===== src/rtl/adc_capture_ctrl.sv =====
// adc_capture_ctrl: arm/trigger/N-word capture sequencer feeding the ADC FIFO; ADC_CAP_DECIM_EN enables decimation
module adc_capture_ctrl #(
  parameter int DATA_W  = 16,
  parameter int COUNT_W = 24,
  parameter int DECIM_W = 8
) (
  input  logic                     clk,
  input  logic                     reset,
  input  logic                     start,
  input  logic                     abort,
  input  logic                     trig_mode,
  input  logic signed [DATA_W-1:0] trig_threshold,
  input  logic [COUNT_W-1:0]       sample_count,
  input  logic [DECIM_W-1:0]       decim_factor,
  input  logic signed [DATA_W-1:0] adc_data_1,
  input  logic signed [DATA_W-1:0] adc_data_2,
  input  logic                     data_valid,
  input  logic                     rdy,
  input  logic                     mmcm_locked,
  input  logic                     fifo_busy,
  input  logic                     fifo_prog_full,
  output logic [2*DATA_W-1:0]      fifo_din,
  output logic                     fifo_wr_en,
  output logic                     busy,
  output logic                     done,
  output logic                     overflow,
  output logic [COUNT_W-1:0]       samples_written
);
  typedef enum logic [1:0] {IDLE, ARMED, CAPTURE, DONE} state_t;
  state_t state;
  logic signed [DATA_W-1:0] thr_l, prev;
  logic prev_v, mode_l, ok, hit, keep, emit, last;
  logic [COUNT_W-1:0] count_l, sw_inc;
`ifdef ADC_CAP_DECIM_EN
  logic [DECIM_W-1:0] decim_l, dcnt;
  assign keep = dcnt == '0;
`else
  logic unused_decim;
  assign unused_decim = ^decim_factor;
  assign keep = 1'b1;
`endif
  assign ok     = mmcm_locked & rdy & data_valid & ~fifo_busy;
  assign hit    = ~mode_l | (prev_v & (prev < thr_l) & (adc_data_1 >= thr_l));
  assign emit   = ok & ((state == ARMED) ? hit : ((state == CAPTURE) & keep));
  assign sw_inc = samples_written + COUNT_W'(1);
  assign last   = (count_l != '0) & (sw_inc == count_l);
  // Capture FSM: arming, trigger search, registered FIFO writes and status
  always_ff @(posedge clk) begin
    if (reset) begin
      state           <= IDLE;
      fifo_wr_en      <= 1'b0;
      fifo_din        <= '0;
      busy            <= 1'b0;
      done            <= 1'b0;
      overflow        <= 1'b0;
      samples_written <= '0;
      prev_v          <= 1'b0;
      prev            <= '0;
      thr_l           <= '0;
      mode_l          <= 1'b0;
      count_l         <= '0;
`ifdef ADC_CAP_DECIM_EN
      decim_l         <= '0;
      dcnt            <= '0;
`endif
    end else begin
      fifo_wr_en <= 1'b0;
      if (abort) begin
        state <= IDLE;
        busy  <= 1'b0;
        done  <= 1'b0;
      end else begin
        case (state)
          IDLE, DONE: if (start) begin
            state           <= ARMED;
            busy            <= 1'b1;
            done            <= 1'b0;
            overflow        <= 1'b0;
            samples_written <= '0;
            prev_v          <= 1'b0;
            count_l         <= sample_count;
            mode_l          <= trig_mode;
            thr_l           <= trig_threshold;
`ifdef ADC_CAP_DECIM_EN
            decim_l         <= decim_factor;
            dcnt            <= '0;
`endif
          end
          ARMED: if (ok) begin
            if (hit) state <= CAPTURE;
            else begin
              prev   <= adc_data_1;
              prev_v <= 1'b1;
            end
          end
          default: ;
        endcase
`ifdef ADC_CAP_DECIM_EN
        if (emit) dcnt <= decim_l;
        else if (ok && state == CAPTURE) dcnt <= dcnt - DECIM_W'(1);
`endif
        if (emit) begin
          if (fifo_prog_full) overflow <= 1'b1;
          else begin
            fifo_wr_en      <= 1'b1;
            fifo_din        <= {adc_data_1, adc_data_2};
            samples_written <= &samples_written ? samples_written : sw_inc;
            if (last) begin
              state <= DONE;
              busy  <= 1'b0;
              done  <= 1'b1;
            end
          end
        end
      end
    end
  end
endmodule


===== config.mk =====
export PLATFORM = sky130hd
export DESIGN_NAME = adc_capture_ctrl
export DESIGN_NICKNAME = d
export VERILOG_FILES = /design/src/rtl/adc_capture_ctrl.sv
export SDC_FILE = /design/constraint.sdc
export NUM_CORES = 1
export LEC_CHECK = 0
export BUFFER_PORTS_ARGS = -buffer_cell sky130_fd_sc_hd__buf_2
export CORE_MARGIN = 2
export CORE_UTILIZATION = 54
export CTS_BUF_LIST = sky130_fd_sc_hd__clkbuf_8 sky130_fd_sc_hd__clkbuf_16
export DETAILED_ROUTE_END_ITERATION = 7
export GPL_TIMING_DRIVEN = 0
export PLACE_DENSITY = 0.88
export RECOVER_POWER = 50
export SYNTH_ARGS = -nofsm -noshare
export SYNTH_HDL_FRONTEND = slang
export SYNTH_SLANG_ARGS = --single-unit
export TNS_END_PERCENT = 100

===== constraint.sdc =====
create_clock -name clk -period 4.7 [get_ports clk]
set_input_delay 1.41 -clock clk [delete_from_list [all_inputs] [get_ports clk]]
set_output_delay 1.41 -clock clk [all_outputs]
set_load 0.005 [all_outputs]

==> impl_metrics.py <==
metrics = {
    "final_layout": {
        "fillers": 974,
        "n_antenna_cell": 0,
        "fin_util": 0.6763,
        "final_nets": 1058,
        "area_delta_synth_final_pct": 22.08,
        "seq_area_um2": 2402,
        "drive_gt1_frac": 0.1818,
        "multiInputGateArea_um2": 3591,
    },
    "cts": {
        "cts_tree": "built",
        "cts_sinks": 120,
        "ctsHoldBuffers": 0,
        "clkLatencyLatePin_ns": 0.43,
        "cts_max_path_buffers": 2,
        "clk_pin_slew_worst_paths_ns": 0.06,
        "cts_setup_buffers": 0,
        "cts_inserted_buffers": 17,
        "root_buffer": "clkbuf_16",
        "cts_resized": 0,
        "h-tree-depth": 4,
    },
    "routing": {
        "routed_via_density": 5.915,
        "wl_per_cell_um": 16.93,
        "met2_length_mm": 8.536,
        "wl_met1_mm": 7.722,
        "highest_layer": "met4",
        "totalWireLength_mm": 18.44,
        "vias": 6441,
        "final_antenna_net_count": 0,
        "met3WireLength_mm": 1.641,
        "drcViolationCount": 0,
        "drt_first_pass_iters": 7,
        "drtIter0Drc": 563,
    },
    "power": {
        "power_density_nw_per_um2": 317.2,
        "p_total_w": 0.002460,
        "clock_power_share": 0.490,
        "vdd_drop_max_mv": 0.3415,
        "swShare": 0.2491,
        "p_sw_w": 0.0006127,
        "p_leak_nw": 3.459,
        "internal-power_w": 0.001847,
        "seqPwrFrac": 0.428,
        "pwr-share-comb": 0.082,
    },
    "critical_path": {
        "r2r_cells": 11,
        "worstPathRequired_ns": 5.06,
        "end_kind": "flip-flop",
        "critPathMaxFanout": 10,
        "slowest_delay_ns": 0.70,
        "slowest_stage": "o41ai_4",
        "cp-start-kind": "input pin",
        "crit_chain": "buf_2 > ha_1 > a21oi_1 > o21ai_0 > o2bb2ai_1 > a211oi_1 > mux2_2 > o41ai_4 > clkbuf_1 > o211ai_1 > o21ai_1",
        "ff2ff_setup_slack_ns": 1.25,
        "critPathArrivalTime_ns": 4.53,
        "reg2reg_from": "thr_l[7]",
        "worstSetupPathType": "in -> reg",
        "r2r_end": "samples_written[11]",
    },
    "outcome": {
        "status": "finished clean",
    },
    "sta": {
        "setup_viol": 0,
        "finalCriticalPeriod_ns": 4.174,
        "tns_ns": 0,
        "max_freq_ghz": 0.2396,
        "fin_crit_sh": 0.8882,
        "skew_ns": 0.008679,
        "worstMarginPinSlew_ns": 0.6703,
        "slew_headroom": 0.5516,
        "hold_viol_final": 0,
        "rsz0062_at_grt": "no",
        "slew_viol_final": 0,
    },
    "placement": {
        "dp_hpwl_mm": 13.49,
        "portBuffers": 140,
        "gp_congestion": 0.9392,
    },
    "synth": {
        "synthesis.area_um2": 6352,
        "synth_edf_count": 0,
        "synth_cell_types": 60,
        "ys_async_sr_fraction": 0,
        "synth_most_common_cell": "nand2_1",
        "yosys_warnings": 0,
        "synthTopCellsByArea": "dfxtp_1, mux2i_1, nand2_1, ha_1, nor2_1",
        "synth_nets": 899,
        "synthCells": 774,
        "avgSynthCellArea_um2": 8.207,
        "yosys.area.top_type": "dfxtp_1",
        "synth_top_area_frac": 0.3782,
        "ys_ff_latch": 120,
        "yosysSeqAreaShare": 0.3782,
        "synth_common_cells": "nand2_1, dfxtp_1, nor2_1",
        "ys.flop_type": "dfxtp_1",
    },
    "die": {
        "die_w_um": 112.5,
        "core_area_um2": 11470,
        "ios": 150,
        "die_area_um2": 12650,
        "start_util": 0.5540,
        "chipHeight_um": 112.5,
        "rows": 39,
    },
    "grt": {
        "grt_pass1_vias": 6256,
        "overflow": 0,
        "grt_max_degree": 17,
        "grt_pass1_wl_mm": 30.13,
        "globalRouteTotalUtil": 0.2968,
        "antenna_found_initial": 0,
    },
    "hold_path": {
        "hp-start": "thr_l[13]",
        "hold_class": "reg -> reg",
        "whs_endpoint": "thr_l[13]",
        "worstHoldPathCells": 2,
    },
    "run": {
        "maxCapViolCount": 0,
    },
}
-- metrics by stage --
step	cells	area [um^2]	worst slack [ns]	hold slack (ns)
detailed placement	1057	7232	0.1729	0.4482
finish	1089	7755	0.5256	0.4542
floorplan	774	6352	0.8593	0.4363
global placement	1057	7232	0.2257	0.4431
CTS	1089	7781	0.5987	0.4568
global route	1089	7755	0.3320	0.4850
-- registers in the layout, summed over array words and instances, names as in the netlist --
register	count
thr_l	16
samples_written	24
prev	16
mode_l	1
busy	1
overflow	1
state	2
count_l	24
fifo_din	32
fifo_wr_en	1
prev_v	1
done	1
-- worst max-delay path: cells and delay by family --
family	cells	cell delay, ns
fa+ha+maj	1	0.33
buf+inv	2	0.64
mux	1	0.44
compound gates	7	1.70
-- power by group through the flow --
| stage | clock, W | sequential [W] | combinational (W) |
|---|---|---|---|
| 6_report | 0.00120 | 0.00105 | 0.000201 |
| 5_1_grt | 0.00126 | 0.00106 | 0.000223 |
| 4_1_cts | 0.00121 | 0.00105 | 0.000199 |
| 3_5_place_dp | 0 | 0.00107 | 0.000196 |
| 3_3_place_gp | 0 | 0.00107 | 0.000190 |
| 2_1_floorplan | 0 | 0.00107 | 0.000117 |
-- how the worst max path moves through the flow --
stage / start / end / slack [ns] / cells past startpoint
floorplan: adc_data_1[13] / samples_written[10] / 0.86 / 10
global placement: adc_data_1[15] / samples_written[11] / 0.23 / 11
detailed placement: adc_data_1[15] / samples_written[9] / 0.17 / 11
CTS: adc_data_1[7] / samples_written[9] / 0.60 / 11
global route: adc_data_1[15] / samples_written[21] / 0.33 / 10
finish: adc_data_1[7] / samples_written[11] / 0.53 / 11
-- area by class of cell --
type | instances | share of cell area
plain buffers | 41 | 0.02259
clock buffers | 18 | 0.05663
clock inverters | 14 | 0.01420
inverters | 49 | 0.02372
multi-input cells | 564 | 0.4631
flip-flops and latches | 120 | 0.3098
well taps | 143 | 0.02307
repair buffers | 140 | 0.08696
-- layout by cell type (no fill, tap or decap), types with 4 or more instances in the layout --
| cell type | n |
|---|---|
| nand2_1 | 121 |
| nor2_1 | 80 |
| clkbuf_16 | 17 |
| o211ai_1 | 13 |
| a22oi_1 | 4 |
| or4_1 | 6 |
| dfxtp_1 | 120 |
| or3_1 | 7 |
| o21ai_1 | 9 |
| inv_1 | 50 |
| nor3_1 | 10 |
| ha_1 | 35 |
| clkinv_2 | 6 |
| nand3_1 | 18 |
| clkbuf_1 | 51 |
| mux2i_1 | 50 |
| xnor2_1 | 22 |
| and3_1 | 5 |
| nand4_1 | 16 |
| o21ai_0 | 11 |
| xor2_1 | 8 |
| buf_2 | 127 |
| nor4_1 | 17 |
| clkinvlp_4 | 5 |
| a21oi_1 | 59 |
| o221ai_1 | 9 |
| nand4b_1 | 4 |
| a211oi_1 | 7 |
| o31ai_1 | 5 |
-- cells by family after synthesis --
logic type      Yosys count  synth area share
compound gates          149            0.1568
xor+xnor                 30           0.04136
fa+ha+maj                35           0.06894
buf+inv                  90           0.05653
flops                   120            0.3782
mux                      51           0.08056
simple gates            299            0.2177
-- metal layers --
metal / up-vias / track usage
met4: 0 / 0.1244
met2: 340 / 0.4827
met3: 55 / 0.08045
met1: 2994 / 0.3733
li1: 3052 / -
met5: - / 0
Power figures use the tool's default switching activity.
